===== src/rtl/glb_proc_arbiter.sv =====
// Round-robin merge of NUM_CH processor request channels onto the single GLB bank
// processor port, with an in-order read tag FIFO that steers responses back.
module glb_proc_arbiter #(
   parameter int NUM_CH          = 4,
   parameter int ADDR_WIDTH      = 22,
   parameter int DATA_WIDTH      = 64,
   parameter int MAX_OUTSTANDING = 8
) (
   input  logic                           clk,
   input  logic                           reset_n,
   input  logic [NUM_CH-1:0]              ch_wr_en,
   input  logic [NUM_CH*DATA_WIDTH/8-1:0] ch_wr_strb,
   input  logic [NUM_CH*ADDR_WIDTH-1:0]   ch_wr_addr,
   input  logic [NUM_CH*DATA_WIDTH-1:0]   ch_wr_data,
   input  logic [NUM_CH-1:0]              ch_rd_en,
   input  logic [NUM_CH*ADDR_WIDTH-1:0]   ch_rd_addr,
   output logic [NUM_CH-1:0]              ch_req_ready,
   output logic [DATA_WIDTH-1:0]          ch_rd_data,
   output logic [NUM_CH-1:0]              ch_rd_data_valid,
   output logic                           bank_wr_en,
   output logic [DATA_WIDTH/8-1:0]        bank_wr_strb,
   output logic [ADDR_WIDTH-1:0]          bank_wr_addr,
   output logic [DATA_WIDTH-1:0]          bank_wr_data,
   output logic                           bank_rd_en,
   output logic [ADDR_WIDTH-1:0]          bank_rd_addr,
   input  logic [DATA_WIDTH-1:0]          bank_rd_data,
   input  logic                           bank_rd_data_valid,
   output logic                           err_proto,
   output logic                           err_underflow
);

   localparam int STRB_WIDTH = DATA_WIDTH / 8;
   localparam int CH_W       = $clog2(NUM_CH);
   localparam int PTR_W      = $clog2(MAX_OUTSTANDING);
   localparam int CNT_W      = PTR_W + 1;
   localparam logic [CNT_W-1:0] CNT_FULL = CNT_W'(MAX_OUTSTANDING);

   logic [CH_W-1:0]       rr_ptr_q, rr_ptr_d;
   logic [NUM_CH-1:0]     eligible;
   logic                  fifo_full;
   logic                  grant_vld;
   logic [CH_W-1:0]       grant_idx;
   logic [CH_W-1:0]       scan_idx;
   logic                  grant_wr, grant_rd, grant_both;

   logic [STRB_WIDTH-1:0] sel_wr_strb;
   logic [ADDR_WIDTH-1:0] sel_wr_addr;
   logic [DATA_WIDTH-1:0] sel_wr_data;
   logic [ADDR_WIDTH-1:0] sel_rd_addr;

   logic                  bank_wr_en_q, bank_rd_en_q;
   logic [STRB_WIDTH-1:0] bank_wr_strb_q;
   logic [ADDR_WIDTH-1:0] bank_wr_addr_q, bank_rd_addr_q;
   logic [DATA_WIDTH-1:0] bank_wr_data_q;

   logic [CH_W-1:0]       tag_mem_q [MAX_OUTSTANDING];
   logic [PTR_W-1:0]      wr_ptr_q, rd_ptr_q;
   logic [CNT_W-1:0]      count_q, count_d;
   logic                  push, pop, underflow;
   logic [CH_W-1:0]       head_tag;

   logic [NUM_CH-1:0]     rsp_valid_q;
   logic [DATA_WIDTH-1:0] rsp_data_q;
   logic                  err_proto_q, err_underflow_q;

   // A pop in the same cycle must not unblock a read, so fullness uses the registered count.
   assign fifo_full = (count_q == CNT_FULL);
   assign eligible  = ch_wr_en | (ch_rd_en & {NUM_CH{~fifo_full}});

   // NOTE: combinational blocks assign every output a default first and use blocking
   // assignments; any path that skipped an assignment would infer a latch.
   always_comb begin
      grant_vld = 1'b0;
      grant_idx = '0;
      scan_idx  = '0;
      for (int k = 0; k < NUM_CH; k++) begin
         scan_idx = CH_W'((int'(rr_ptr_q) + k) % NUM_CH);
         if (!grant_vld && eligible[scan_idx]) begin
            grant_vld = 1'b1;
            grant_idx = scan_idx;
         end
      end
   end

   always_comb begin
      sel_wr_strb = '0;
      sel_wr_addr = '0;
      sel_wr_data = '0;
      sel_rd_addr = '0;
      for (int i = 0; i < NUM_CH; i++) begin
         if (grant_idx == CH_W'(i)) begin
            sel_wr_strb = ch_wr_strb[i*STRB_WIDTH +: STRB_WIDTH];
            sel_wr_addr = ch_wr_addr[i*ADDR_WIDTH +: ADDR_WIDTH];
            sel_wr_data = ch_wr_data[i*DATA_WIDTH +: DATA_WIDTH];
            sel_rd_addr = ch_rd_addr[i*ADDR_WIDTH +: ADDR_WIDTH];
         end
      end
   end

   // A channel raising both enables gets its write; the read is dropped.
   assign grant_wr   = grant_vld & ch_wr_en[grant_idx];
   assign grant_rd   = grant_vld & ~ch_wr_en[grant_idx] & ch_rd_en[grant_idx];
   assign grant_both = grant_vld & ch_wr_en[grant_idx] & ch_rd_en[grant_idx];

   always_comb begin
      rr_ptr_d = rr_ptr_q;
      if (grant_vld) begin
         rr_ptr_d = (grant_idx == CH_W'(NUM_CH - 1)) ? '0 : grant_idx + CH_W'(1);
      end
   end

   assign push      = grant_rd;
   assign pop       = bank_rd_data_valid & (count_q != '0);
   assign underflow = bank_rd_data_valid & (count_q == '0);
   assign head_tag  = tag_mem_q[rd_ptr_q];

   always_comb begin
      count_d = count_q;
      if (push && !pop) begin
         count_d = count_q + CNT_W'(1);
      end else if (pop && !push) begin
         count_d = count_q - CNT_W'(1);
      end
   end

   // NOTE: state registers use non-blocking assignments so every flop samples the
   // pre-edge value of its neighbours regardless of statement order.
   always_ff @(posedge clk or negedge reset_n) begin
      if (!reset_n) begin
         rr_ptr_q        <= '0;
         bank_wr_en_q    <= 1'b0;
         bank_rd_en_q    <= 1'b0;
         bank_wr_strb_q  <= '0;
         bank_wr_addr_q  <= '0;
         bank_wr_data_q  <= '0;
         bank_rd_addr_q  <= '0;
         wr_ptr_q        <= '0;
         rd_ptr_q        <= '0;
         count_q         <= '0;
         rsp_valid_q     <= '0;
         rsp_data_q      <= '0;
         err_proto_q     <= 1'b0;
         err_underflow_q <= 1'b0;
      end else begin
         rr_ptr_q     <= rr_ptr_d;
         bank_wr_en_q <= grant_wr;
         bank_rd_en_q <= grant_rd;
         if (grant_wr) begin
            bank_wr_strb_q <= sel_wr_strb;
            bank_wr_addr_q <= sel_wr_addr;
            bank_wr_data_q <= sel_wr_data;
         end
         if (grant_rd) begin
            bank_rd_addr_q <= sel_rd_addr;
         end
         if (push) begin
            wr_ptr_q <= wr_ptr_q + PTR_W'(1);
         end
         if (pop) begin
            rd_ptr_q   <= rd_ptr_q + PTR_W'(1);
            rsp_data_q <= bank_rd_data;
         end
         count_q     <= count_d;
         rsp_valid_q <= pop ? (NUM_CH'(1) << head_tag) : '0;
         if (grant_both) begin
            err_proto_q <= 1'b1;
         end
         if (underflow) begin
            err_underflow_q <= 1'b1;
         end
      end
   end

   // NOTE: the tag array is deliberately not reset; only entries between rd_ptr_q and
   // wr_ptr_q are ever read, and those are always written first.
   always_ff @(posedge clk) begin
      if (push) begin
         tag_mem_q[wr_ptr_q] <= grant_idx;
      end
   end

   // Grant is combinational, so it is also forced low while reset is held.
   assign ch_req_ready     = (grant_vld && reset_n) ? (NUM_CH'(1) << grant_idx) : '0;
   assign ch_rd_data       = rsp_data_q;
   assign ch_rd_data_valid = rsp_valid_q;
   assign bank_wr_en       = bank_wr_en_q;
   assign bank_wr_strb     = bank_wr_strb_q;
   assign bank_wr_addr     = bank_wr_addr_q;
   assign bank_wr_data     = bank_wr_data_q;
   assign bank_rd_en       = bank_rd_en_q;
   assign bank_rd_addr     = bank_rd_addr_q;
   assign err_proto        = err_proto_q;
   assign err_underflow    = err_underflow_q;

endmodule


===== config.mk =====
export PLATFORM = sky130hd
export DESIGN_NAME = glb_proc_arbiter
export DESIGN_NICKNAME = d
export VERILOG_FILES = /design/src/rtl/glb_proc_arbiter.sv
export SDC_FILE = /design/constraint.sdc
export NUM_CORES = 1
export LEC_CHECK = 0
export ABC_AREA = 1
export CORE_AREA = 2 2 288 290
export CTS_CLUSTER_DIAMETER = 100
export DETAILED_ROUTE_END_ITERATION = 6
export DIE_AREA = 0 0 290 292
export DONT_BUFFER_PORTS = 1
export GPL_ROUTABILITY_DRIVEN = 0
export PLACE_DENSITY = 0.3
export SLEW_MARGIN = 20
export SYNTH_ARGS = -nofsm -noshare
export SYNTH_HDL_FRONTEND = slang
export SYNTH_SLANG_ARGS = --single-unit

===== constraint.sdc =====
create_clock -name clk -period 4.8 [get_ports clk]
set_input_delay 0.72 -clock clk [delete_from_list [all_inputs] [get_ports clk]]
set_output_delay 0.72 -clock clk [all_outputs]
set_load 0.005 [all_outputs]

# Word-level counts from Yosys, hierarchy flattened
# Memory sizes are Yosys's and may differ from the RTL's.
# Cells that the tools add are included.
# totals
ff_bits	200
latchBits	0
ramBits	16
romBits	0
input_bits	539
word_cells	102
mem_count	1
# op_classes
addsub	8
n_mul	0
n_div	0
order_cmp	5
eq_ne	4
shifts	2
muxes	43
bitwise	10
reduce_logical	15
# mem_list
memory	words	word_bits	read_ports	rd_ports_with_merged_regs	write_ports	line_no	source
tag_mem_q	8	2	1	0	1	56	logic [CH_W-1:0] tag_mem_q [MAX_OUTSTANDING];
# ops
op	n
$mux W64	4
$mux W22	8
$mux W8	4
$mux W4	4
$lt A2 B3 Y1 const B	5
$bmux W1 S2	6
$mux W1	12
$mux W2	5
$shl A1 B2 Y4 const A	2
$add A3 B1 Y3 const B	2
$and A1 B1 Y1	6
$logic_and A1 B1 Y1	6
$logic_not A1 Y1	5
$add A2 B1 Y2 const B	2
$add A2 B2 Y2 const B	2
$add A4 B1 Y4 const B	1
$and A4 B4 Y4	1
$eq A2 B2 Y1 const B	2
$eq A4 B4 Y1 const B	1
$logic_not A4 Y1	1
$or A4 B4 Y4	1
$reduce_bool A4 Y1	1
$sub A4 B1 Y4 const B	1
$eq A2 B1 Y1 const B	1
3 further kinds	4

# Depth between registers and ports, before layout
# Gate-level depths: netlist (run 1).
# logic_depth
ltp_word	25
depth_mapped	26
depth_no_buf	25

# Least setup slack after synthesis (run 1)
# No wires, ideal clock.
# synth_path
path_kind	input port to output port
startpoint	input port ch_wr_en[2]
endpoint	output port ch_req_ready[2]
arrival_ps	2698
path_slack_ps	1382
path_stages	15
n_path_buf	3
cell_sequence	inv_1 nand3_1 nand3_1 nand2_2 nor2_4 nand2_1 nor2_2 nor2_4 inv_2 ha_1 clkbuf_1 clkinv_1 clkbuf_1 clkbuf_1 nor2_1
# synth_via
elab_chain_len	15
# synth_rtl
element	line_no	source
start, declared	11	input logic [NUM_CH-1:0] ch_wr_en,
$or A4 B4 Y4 *	68	assign eligible = ch_wr_en | (ch_rd_en & {NUM_CH{~fifo_full}});
$bmux W1 S2	78	if (!grant_vld && eligible[scan_idx]) begin
$mux W1 (not written as such)	78	
$mux W1	78	
$logic_not A1 Y1	78	
$logic_and A1 B1 Y1	78	
$mux W1	78	
$logic_not A1 Y1	78	
$logic_and A1 B1 Y1	78	
$mux W1	78	
$logic_not A1 Y1	78	
$logic_and A1 B1 Y1	78	
$mux W2 *	78	
named net grant_idx[1]	42	logic [CH_W-1:0] grant_idx;
$shl A1 B2 Y4 *	183	assign ch_req_ready = (grant_vld && reset_n) ? (NUM_CH'(1) << grant_idx) : '0;
$mux W4 *	183	
end, declared	17	output logic [NUM_CH-1:0] ch_req_ready,
# Mark *: on every way through the listed nets, which the timed path passes. The rest lies on a longest branch. The select of a mux whose other input is x is not followed.

# Final worst setup path (run 1)
# layout_path
startpoint	register count_q[1]
endpoint	output port ch_req_ready[2]
# layout_via
elab_chain_len	18
# layout_rtl
element	line_no	source
start, declared	58	logic [CNT_W-1:0] count_q, count_d;
start signal, assigned	163	count_q <= count_d;
$eq A4 B4 Y1 *	67	assign fifo_full = (count_q == CNT_FULL);
$not A1 Y1 *	68	
$and A4 B4 Y4 *	68	
$or A4 B4 Y4 *	68	
$bmux W1 S2	78	
$mux W1 (not written as such)	78	
$mux W1	78	
$logic_not A1 Y1	78	
[3 not listed]	n/a	
$logic_and A1 B1 Y1	78	
$mux W1	78	
$logic_not A1 Y1	78	
$logic_and A1 B1 Y1	78	
$mux W2 *	78	
named net grant_idx[1]	42	
$shl A1 B2 Y4 *	183	
$mux W4 *	183	
# Marked as above.

==> key figures, run 1 <==
Outcome
  • Outcome: finished with violations
  • Violations in the final reports: negative hold slack

Floorplan
  • Initial Utilization: 15.2%
  • Placeable core region: roughly 0.08 mm2
  • Number of rows in the core area: between 100 and 150
  • Die outline height: 292 um
  • Die X: 290 um
  • I/O pin cnt: 731
  • Die footprint: between 0.08 and 0.09 mm2

Detailed routing
  • Number of vias per cell: 4.26
  • Vias post-DR: 12025
  • Routed wire length: between 60000 and 70000 um
  • 1st-iter DRT viols: 798
  • DRC viols: 0
  • Number of nets with antenna violations after detailed routing: 0
  • Drt first pass iters: 6
  • Routed WL per cell: 21.5 um

Yosys
  • Number of distinct library cell variants in the gate-level netlist after synthesis: 31
  • Register bit count reported by yosys: 216
  • Instance count of the mapped netlist: between 1500 and 2000
  • Mean instance size in the synthesized netlist: roughly 6.9 um2
  • Net count after synthesis: 2337
  • Cell type with the largest total area after synthesis: dfrtp_1
  • Sequential element share of the synthesized area: between 40% and 50%
  • YS warnings: 0
  • Most area-consuming cells after synthesis: dfrtp_1 40%, nand2_1 24%, o21ai_0 9.9%, nand3_1 6.8%, a21oi_1 4.8%
  • Netlist area before placement: 0.0124 mm2
  • Fraction of post-synthesis cell area in the top cell type by area: 40.3%

Cells and area
  • Area growth from synthesis to layout: 17.4%
  • Share of layout cells above drive strength 1: 6.56%
  • Layout Cells excl Fill: 2820
  • Total area of multi-input combinational cells: about 0.0062 mm2
  • Net count of the finished layout: around 2300
  • Filler cell count: 9276
  • Footprint of the flip-flops and latches: 0.00549 mm2

Timing
  • Final min period: around 4.3 ns
  • Period Utilization, post-route: between 80% and 90%
  • Worst slew margin relative to its limit: between 20% and 30%
  • Number of endpoints failing setup at the final stage: 0
  • Final-layout worst hold slack: -0.182 ns
  • Max Freq: 233 MHz
  • Number of slew-limit violations in the final report: 0
  • Slew at the pin with the worst max-slew slack: approximately 1.2 ns
  • Setup TNS Final: 0 ns
  • Post-route clock skew: about 0.012 ns
  • Setup repair after global routing missed its margin: no
  • Final number of hold-violating endpoints: just over 90

Global routing
  • Pin count of the biggest net entering global routing: 202
  • Via count of the first global-routing pass: 12243
  • Number of antenna violations at the first check in global routing: 13
  • Wire length of the first global-routing pass: 86300 um
  • Overflow left after global routing: 0
  • Global-route total usage across every layer: 13.6%

Setup path
  • Signal arrival time at the worst endpoint: 3.57 ns
  • CP startpoint kind: flop
  • Peak fanout along the critical path: 54
  • Number of cells on the worst reg-to-reg path: 18
  • Category of the worst setup path capture point: output port
  • Crit Path Class: reg2out
  • CP Data Required Time: 4.08 ns

Flow run
  • Max-cap check violation count: 0

CTS
  • Max Buffers Root-to-Sink: 3
  • Number of resized instances in the post-cts repair step: 0
  • Source-to-sink clock delay at the later pin of the worst-skew pair: 0.59 ns
  • TritonCTS sink count: 216
  • Clock buffer count from CTS: 31
  • Number of H-tree levels: 1
  • Clock-pin slew on the worst setup and hold paths: roughly 0.06 ns
  • TritonCTS clock tree: built
  • Cell at the root of the clock tree: clkbuf_16

Place
  • PortBufs: 0
  • Post-detailed-placement half-perimeter wirelength: between 40000 and 50000 um
  • Number of instances in the placed design: ~2800

Hold path
  • Worst min path class: in2async
## metal layers
layer | GRT usage (%) | part of all wire, %
met5 | 0 | 0.020
met4 | 4.69 | 3.2
met3 | 5.80 | 11
met2 | 22.5 | 47
met1 | 15.7 | 39
## final timing paths
path                                  startpoint          endpoint  slack [ns]
worst min-delay path                     reset_n        bank_rd_en       -0.18
max in group asynchronous                reset_n       wr_ptr_q[1]        4.03
worst max-delay path                  count_q[1]   ch_req_ready[2]        0.51
worst max register to register        count_q[1]  bank_wr_data[33]        0.85
min in group clk                bank_rd_data[19]    ch_rd_data[19]        0.24
worst min register to register    ch_rd_data[23]    ch_rd_data[23]        0.50
## cell usage in the layout (no fill, tap or decap), drive strengths merged, types with 3 or more instances in the layout
master and n:
nand2 801, o21ai 246, dfrtp 200, nand3 174
a21oi 118, clkbuf 40, nor2 39, inv 35
buf 27, edfxtp 16, diode 12, clkinv 12
ha 9, o22ai 4, xor2 4, clkinvlp 3
xnor2 3
## critical path, cell delays in order (launching register included)
cell      delay [ns]
dfrtp_1         0.44
nor2_2          0.21
nand2_2         0.13
nand2_1         0.10
nand3_1         0.12
nand3_2         0.13
nand2_2         0.09
nor2_4          0.14
nand2_1         0.08
nor2_2          0.13
nor2_4          0.09
inv_2           0.22
ha_4            0.21
clkinv_2        0.34
buf_12          0.33
nor2_1          0.16
## kinds of logic (layout without fill, tap and decap cells)
group | after synthesis | in the layout | synth area share [%]
AO/OA/AOI/OAI | 371 | 371 | 15.1
XOR/XNOR | 7 | 7 | 0.555
adder cells (fa/ha/maj) | 10 | 10 | 1.07
buffers and inverters | 168 | 118 | 5.93
flip-flops | 216 | 216 | 44.2
multiplexers | 1 | 1 | 0.0907
other | 0 | 12 | 0
AND/OR/NAND/NOR | 1015 | 1015 | 33.1
## timing repair
item,4_1_cts,5_1_grt
buffers inserted,0,0
endpoints found under the hold margin,200,200
setup endpoints to repair,0,0
## area by class of cell
| class | instances | area share [%] |
|---|---|---|
| Tap cell | 1070 | 9.19 |
| Clock inverter | 18 | 1.01 |
| Inverter | 33 | 0.902 |
| Timing Repair Buffer | 27 | 2.16 |
| Sequential cell | 216 | 37.7 |
| Multi-Input combinational cell | 1404 | 42.9 |
| Antenna cell | 12 | 0.206 |
| Clock buffer | 40 | 5.98 |
## registers in the layout, indices dropped and copies added (netlist names)
name              count
bank_rd_addr         22
bank_rd_en            1
bank_wr_addr         22
bank_wr_data         64
bank_wr_en            1
bank_wr_strb          8
ch_rd_data           64
ch_rd_data_valid      4
count_q               4
err_proto             1
err_underflow         1
rd_ptr_q              3
rr_ptr_q              2
tag_mem_q            16
wr_ptr_q              3
## per-stage QoR
stage | setup slack [ns] | hold slack, ns | utilization [%] | cell area (um2)
6_report | 0.511 | -0.182 | 17.9 | 14600
5_1_grt | 0.245 | -0.228 | 17.8 | 14600
4_1_cts | 0.424 | -0.234 | 17.8 | 14500
3_3_place_gp | 0.970 | 0.434 | 16.6 | 13500
2_1_floorplan | 1.38 | 0.424 | - | 12400
3_5_place_dp | 0.885 | 0.435 | 16.6 | 13500
## synthesized netlist by cell type
cell	count
inv_1	24
ha_1	9
o21ai_0	246
a21o_1	1
a21oi_1	118
a31o_2	1
xnor2_2	1
nand2_4	2
xnor2_1	2
nand2_2	6
buf_2	12
nand3_2	5
buf_1	12
fa_1	1
o22ai_1	4
clkinv_1	3
clkbuf_1	95
inv_2	6
dfrtp_1	200
edfxtp_1	16
nor2_2	2
mux2_2	1
nand2_1	793
buf_6	8
nor2_4	2
nand3b_1	1
nand3_1	169
xor2_1	4
nor2_1	35
buf_4	8
a21boi_1	1
Power of run 1 is not shown: default switching activity piles up to over one toggle a cycle in this logic, so the estimate is an artifact.
==> run 2, diff against run 1 <==
clock period = 4.45 ns   (was 4.8 ns; I/O delays follow)
==> run 2 against run 1 <==
Against the previous run: sequential share of layout area decreased by 0.67 points; wire length increased by 2.5%; clock skew increased by 0.0011 ns; clock-buffer cell count increased by 1; the flow still finishes with violations (negative hold slack); register-to-register slack got worse by 0.44 ns; critical path depth increased by 2; global-route usage increased by 0.27 points; first-iteration DRC count increased by 6.8%; die area unchanged; setup slack got worse by 0.32 ns; sequential cell count unchanged; hold slack got worse by 0.020 ns.
==> key figures, run 2 (synthesis gave the netlist of run 1 again) <==
Outcome
  • Violations in the final reports: negative hold slack
  • Outcome: finished with violations

CTS
  • Cell at the root of the clock tree: clkbuf_16
  • Clock-pin slew on the worst setup and hold paths: 0.06 ns (about the same)
  • Source-to-sink clock delay at the later pin of the worst-skew pair: 0.59 ns (about the same)
  • TritonCTS clock tree: built
  • Number of H-tree levels: 1 (unchanged)
  • Max Buffers Root-to-Sink: 3 (unchanged)
  • Clock buffer count from CTS: 31 (unchanged)
  • TritonCTS sink count: 216 (unchanged)

Floorplan
  • Die footprint: 0.0847 mm2 (unchanged)
  • Placeable core region: 0.0816 mm2 (unchanged)
  • Die outline height: 292 um (unchanged)
  • Die X: 290 um (unchanged)
  • Initial Utilization: 15.2% (unchanged)
  • Number of rows in the core area: 105 (unchanged)
  • I/O pin cnt: 731 (unchanged)

Setup path
  • Setup slack of the worst register-to-register path: 0.41 ns (-0.44 ns)
  • CP startpoint kind: flop
  • Peak fanout along the critical path: 31 (-43%)
  • CP Data Required Time: 3.78 ns (-0.30 ns)
  • Reg-to-reg startpoint: count_q[0]
  • Signal arrival time at the worst endpoint: 3.59 ns (+0.02 ns)
  • Category of the worst setup path capture point: output port
  • Reg2Reg Capture Point: bank_wr_data[61]
  • Number of cells on the worst reg-to-reg path: 20 (+2)
  • Crit Path Class: reg2out

Cells and area
  • Commonest non-fill, non-tap cell in the layout: nand2_1
  • Area growth from synthesis to layout: 19.5%
  • Final instance area: 0.0148 mm2 (+1.8%)
  • Filler cell count: 9307 (+0.33%)
  • Commonest cells after routing, fill and taps aside: 792 x nand2_1, 245 x o21ai_0, 200 x dfrtp_1
  • Net count of the finished layout: 2279 (+0.75%)
  • Share of layout cells above drive strength 1: 7.42% (+0.86 points)

Place
  • PortBufs: 0 (unchanged)
  • Post-detailed-placement half-perimeter wirelength: 46500 um (+2.0%)
  • Placed cell areas: 0.0136 mm2 (+0.72%)

Detailed routing
  • Drt first pass iters: 6 (unchanged)
  • Number of nets with antenna violations after detailed routing: 0 (unchanged)
  • Number of vias per cell: 4.26 (about the same)
  • DRC viols: 0 (unchanged)
  • Vias post-DR: 12057 (+0.27%)
  • 1st-iter DRT viols: 852 (+6.8%)
  • Routed wire length: 62200 um (+2.5%)
  • Routed WL per cell: 22.0 um (+2.1%)

Global routing
  • Global-route total usage across every layer: 13.9% (+0.27 points)
  • Via count of the first global-routing pass: 12445 (+1.6%)
  • Overflow left after global routing: 0 (unchanged)
  • Pin count of the biggest net entering global routing: 202 (unchanged)
  • Wire length of the first global-routing pass: 88000 um (+2.0%)
  • Number of antenna violations at the first check in global routing: 10 (-3)

Timing
  • Worst slew margin relative to its limit: 36.6% (+13 points)
  • Final-layout worst hold slack: -0.203 ns (-0.0203 ns)
  • Max Freq: 235 MHz
  • Final min period: 4.26 ns
  • Number of slew-limit violations in the final report: 0 (unchanged)
  • Final number of hold-violating endpoints: 200 (+120%)
  • Period Utilization, post-route: 95.7%
  • Post-route clock skew: 0.0126 ns (+0.00107 ns)
  • Setup repair after global routing missed its margin: yes
  • Number of endpoints failing setup at the final stage: 0 (unchanged)
  • Slew at the pin with the worst max-slew slack: 0.950 ns (-0.200 ns)

Hold path
  • Worst min path class: in2async

Flow run
  • Max-cap check violation count: 0 (unchanged)
## run 2: per-layer routing
metal	part of all wire, %	GRT usage, %	vias up	wire (um)
met4	2.6	3.91	0	1610
met3	8.6	4.09	87	5360
met5	0	0	-	0
li1	-	-	5730	-
met1	41	17.0	5640	25500
met2	48	23.5	600	29700
## run 2: layout make-up
type	count	area [um2]	share of cell area (%)
Inverter	33	134	0.903
Tap cell	1070	1340	9.03
Timing Repair Buffer	44	479	3.23
Antenna cell	7	17.5	0.118
Sequential cell	216	5490	37.0
Multi-Input combinational cell	1404	6250	42.1
Clock buffer	41	883	5.96
Clock inverter	15	243	1.64
## run 2: how the worst max path moves through the flow
stage	cells after the start	slack (ns)	end	start
6_report	17	0.19	ch_req_ready[1]	count_q[0]
5_1_grt	17	-0.07	ch_req_ready[1]	count_q[1]
4_1_cts	15	0.007	ch_req_ready[2]	count_q[1]
3_5_place_dp	20	0.11	bank_rd_addr[0]	count_q[1]
3_3_place_gp	22	0.20	bank_rd_addr[0]	count_q[1]
2_1_floorplan	15	1.14	ch_req_ready[2]	ch_wr_en[2]
## run 2: worst max-delay path, cell delays in order (launching register included)
cell and delay, ns:
dfrtp_1 0.44, nor2_2 0.20, nand2_2 0.13, nand2_1 0.10, nand3_1 0.09, nand2_1 0.12, nand2_1 0.05, nand2_1 0.09
nor2_1 0.05, nor2_1 0.16, nand2_4 0.10, nand2_4 0.16, inv_1 0.25, ha_4 0.27, inv_6 0.20, buf_16 0.22
buf_4 0.21, nor2_1 0.07
## run 2: what timing repair did
| action | 4_1_cts | 5_1_grt |
|---|---|---|
| setup endpoints to repair | 1 | 6 |
| resized for setup | 1 | 4 |
| pin swaps | 0 | 1 |
| cloned | 1 | 0 |
| setup buffers | 0 | 1 |
| hold endpoints to repair | 200 | 200 |
## run 2: stage by stage
step | util, % | instances | TNS, ns | setup slack (ns)
floorplan | - | 1788 | 0 | 1.14
global placement | 16.7 | 2765 | 0 | 0.203
detailed placement | 16.7 | 2765 | 0 | 0.110
CTS | 18.1 | 2822 | 0 | 0.00726
global route | 18.2 | 2828 | -0.0675 | -0.0675
finish | 18.2 | 2830 | 0 | 0.193
Power of run 2 is left out for the same reason.
==> run 3, diff against run 2 <==
MAX_ROUTING_LAYER = met4   (was default)
==> run 3 against run 2 <==
Against the previous run: the flow still finishes with violations (negative hold slack); global-route usage rose by 0.42 points; critical path depth fell by 2; sequential cell count stayed put; largest cell class unchanged.
==> key figures, run 3 (synthesis gave the netlist of run 1 again) <==
Outcome
  • Outcome: finished with violations
  • Violations in the final reports: negative hold slack

Timing
  • Post-route clock skew: 0.0133 ns (+0.000742 ns)
  • Final-layout worst hold slack: -0.202 ns (+0.000312 ns)
  • Final min period: 4.25 ns (-0.00403 ns)
  • Period Utilization, post-route: 95.6% (about the same)
  • Final number of hold-violating endpoints: 200 (unchanged)
  • Number of endpoints failing setup at the final stage: 0 (unchanged)
  • Number of slew-limit violations in the final report: 0 (unchanged)
  • Setup repair after global routing missed its margin: yes
  • Worst slew margin relative to its limit: 36.6% (-0.050 points)
  • Max Freq: 235 MHz (about the same)
  • Slew at the pin with the worst max-slew slack: 0.951 ns (+0.000750 ns)

Cells and area
  • Commonest cells after routing, fill and taps aside: 792 x nand2_1, 245 x o21ai_0, 200 x dfrtp_1
  • Net count of the finished layout: 2279 (unchanged)
  • Commonest non-fill, non-tap cell in the layout: nand2_1
  • Share of layout cells above drive strength 1: 7.42% (unchanged)
  • Filler cell count: 9305 (-0.021%)
  • Final core utilization: 18.2% (about the same)
  • Area growth from synthesis to layout: 19.6% (about the same)

Setup path
  • Source of the critical timing path: count_q[0]
  • Setup slack of the worst register-to-register path: 0.40 ns (about the same)
  • Category of the worst setup path capture point: output port
  • Reg2Reg Capture Point: bank_wr_data[61]
  • Peak fanout along the critical path: 31 (unchanged)
  • CP Data Required Time: 3.78 ns (about the same)
  • Critical path destination: ch_req_ready[1]
  • Signal arrival time at the worst endpoint: 3.59 ns (about the same)
  • Number of cells on the worst reg-to-reg path: 20 (unchanged)
  • Reg-to-reg startpoint: count_q[0]
  • CP startpoint kind: flop
  • Crit Path Class: reg2out

Detailed routing
  • Routed WL per cell: 21.9 um (-0.33%)
  • Routed wire length: 62000 um (-0.19%)
  • DRC viols: 0 (unchanged)
  • Number of vias per cell: 4.26 (-0.12%)
  • 1st-iter DRT viols: 764 (-10%)
  • Vias post-DR: 12059 (+0.017%)
  • Number of nets with antenna violations after detailed routing: 0 (unchanged)
  • Drt first pass iters: 6 (unchanged)

CTS
  • Source-to-sink clock delay at the later pin of the worst-skew pair: 0.59 ns (about the same)
  • Clock-pin slew on the worst setup and hold paths: 0.06 ns (about the same)
  • Max Buffers Root-to-Sink: 3 (unchanged)
  • TritonCTS sink count: 216 (unchanged)
  • Cell at the root of the clock tree: clkbuf_16
  • Number of H-tree levels: 1 (unchanged)
  • TritonCTS clock tree: built
  • Clock buffer count from CTS: 31 (unchanged)

Floorplan
  • Number of rows in the core area: 105 (unchanged)
  • Die X: 290 um (unchanged)
  • Placeable core region: 0.0816 mm2 (unchanged)
  • Initial Utilization: 15.2% (unchanged)
  • I/O pin cnt: 731 (unchanged)
  • Die footprint: 0.0847 mm2 (unchanged)
  • Die outline height: 292 um (unchanged)

Place
  • PortBufs: 0 (unchanged)
  • Post-detailed-placement half-perimeter wirelength: 46500 um (unchanged)

Hold path
  • Worst min path class: in2async

Global routing
  • Wire length of the first global-routing pass: 88000 um (unchanged)
  • Overflow left after global routing: 0 (unchanged)
  • Number of antenna violations at the first check in global routing: 14 (+4)
  • Via count of the first global-routing pass: 12395 (-0.40%)
  • Pin count of the biggest net entering global routing: 202 (unchanged)
  • Global-route total usage across every layer: 14.3% (+0.42 points)

Flow run
  • Max-cap check violation count: 0 (unchanged)
## run 3: cell types whose count changed in the layout (fill, tap and decap cells not counted)
cell | previous run | this run
diode_2 | 7 | 11
## run 3: repair_timing
| item | in CTS | in global routing |
|---|---|---|
| endpoints found under the hold margin | 200 | 200 |
| gates resized for setup | 1 | 4 |
| setup buffers | 0 | 1 |
| endpoints found under the setup margin | 1 | 6 |
| pin swaps | 0 | 1 |
| cloned | 1 | 0 |
## run 3: metal layers
layer	part of all wire [%]	GRT usage (%)
met5	0	-
met4	2.5	3.84
met3	8.4	4.19
met2	48	23.5
met1	41	16.9
## run 3: cell type report
type | count | area, um2 | share of cell area, %
Antenna cell | 11 | 27.5 | 0.186
Clock buffer | 41 | 883 | 5.95
Clock inverter | 15 | 243 | 1.64
Inverter | 33 | 134 | 0.902
Multi-Input combinational cell | 1404 | 6250 | 42.1
Sequential cell | 216 | 5490 | 37.0
Tap cell | 1070 | 1340 | 9.02
Timing Repair Buffer | 44 | 479 | 3.23
## run 3: worst max-delay path, cell delays in order, from the launching register on
cell     delay (ns)
dfrtp_1        0.44
nor2_2         0.20
nand2_2        0.13
nand2_1        0.10
nand3_1        0.11
nand3_1        0.13
nand2_1        0.08
a21oi_1        0.19
nand2_2        0.13
nand2_4        0.19
inv_1          0.24
ha_4           0.27
inv_6          0.20
buf_16         0.23
buf_4          0.21
nor2_1         0.07
## run 3: how the worst min path moves through the flow
| stage | startpoint | to | cells past startpoint |
|---|---|---|---|
| global route | reset_n | ch_rd_data[53] | 0 |
| floorplan | reset_n | bank_rd_addr[0] | 0 |
| CTS | reset_n | err_underflow | 0 |
| finish | reset_n | ch_rd_data[53] | 0 |
| global placement | reset_n | err_underflow | 0 |
| detailed placement | reset_n | err_underflow | 0 |
## run 3: stage by stage
stage | hold slack, ns | setup TNS (ns) | setup slack [ns] | cells | area, um2
2_1_floorplan | 0.372 | 0 | 1.14 | 1788 | 12400
3_3_place_gp | 0.382 | 0 | 0.203 | 2765 | 13600
3_5_place_dp | 0.382 | 0 | 0.110 | 2765 | 13600
4_1_cts | -0.273 | 0 | 0.00726 | 2822 | 14800
5_1_grt | -0.254 | -0.0638 | -0.0638 | 2832 | 14800
6_report | -0.202 | 0 | 0.197 | 2834 | 14800
Power of run 3 is left out for the same reason.
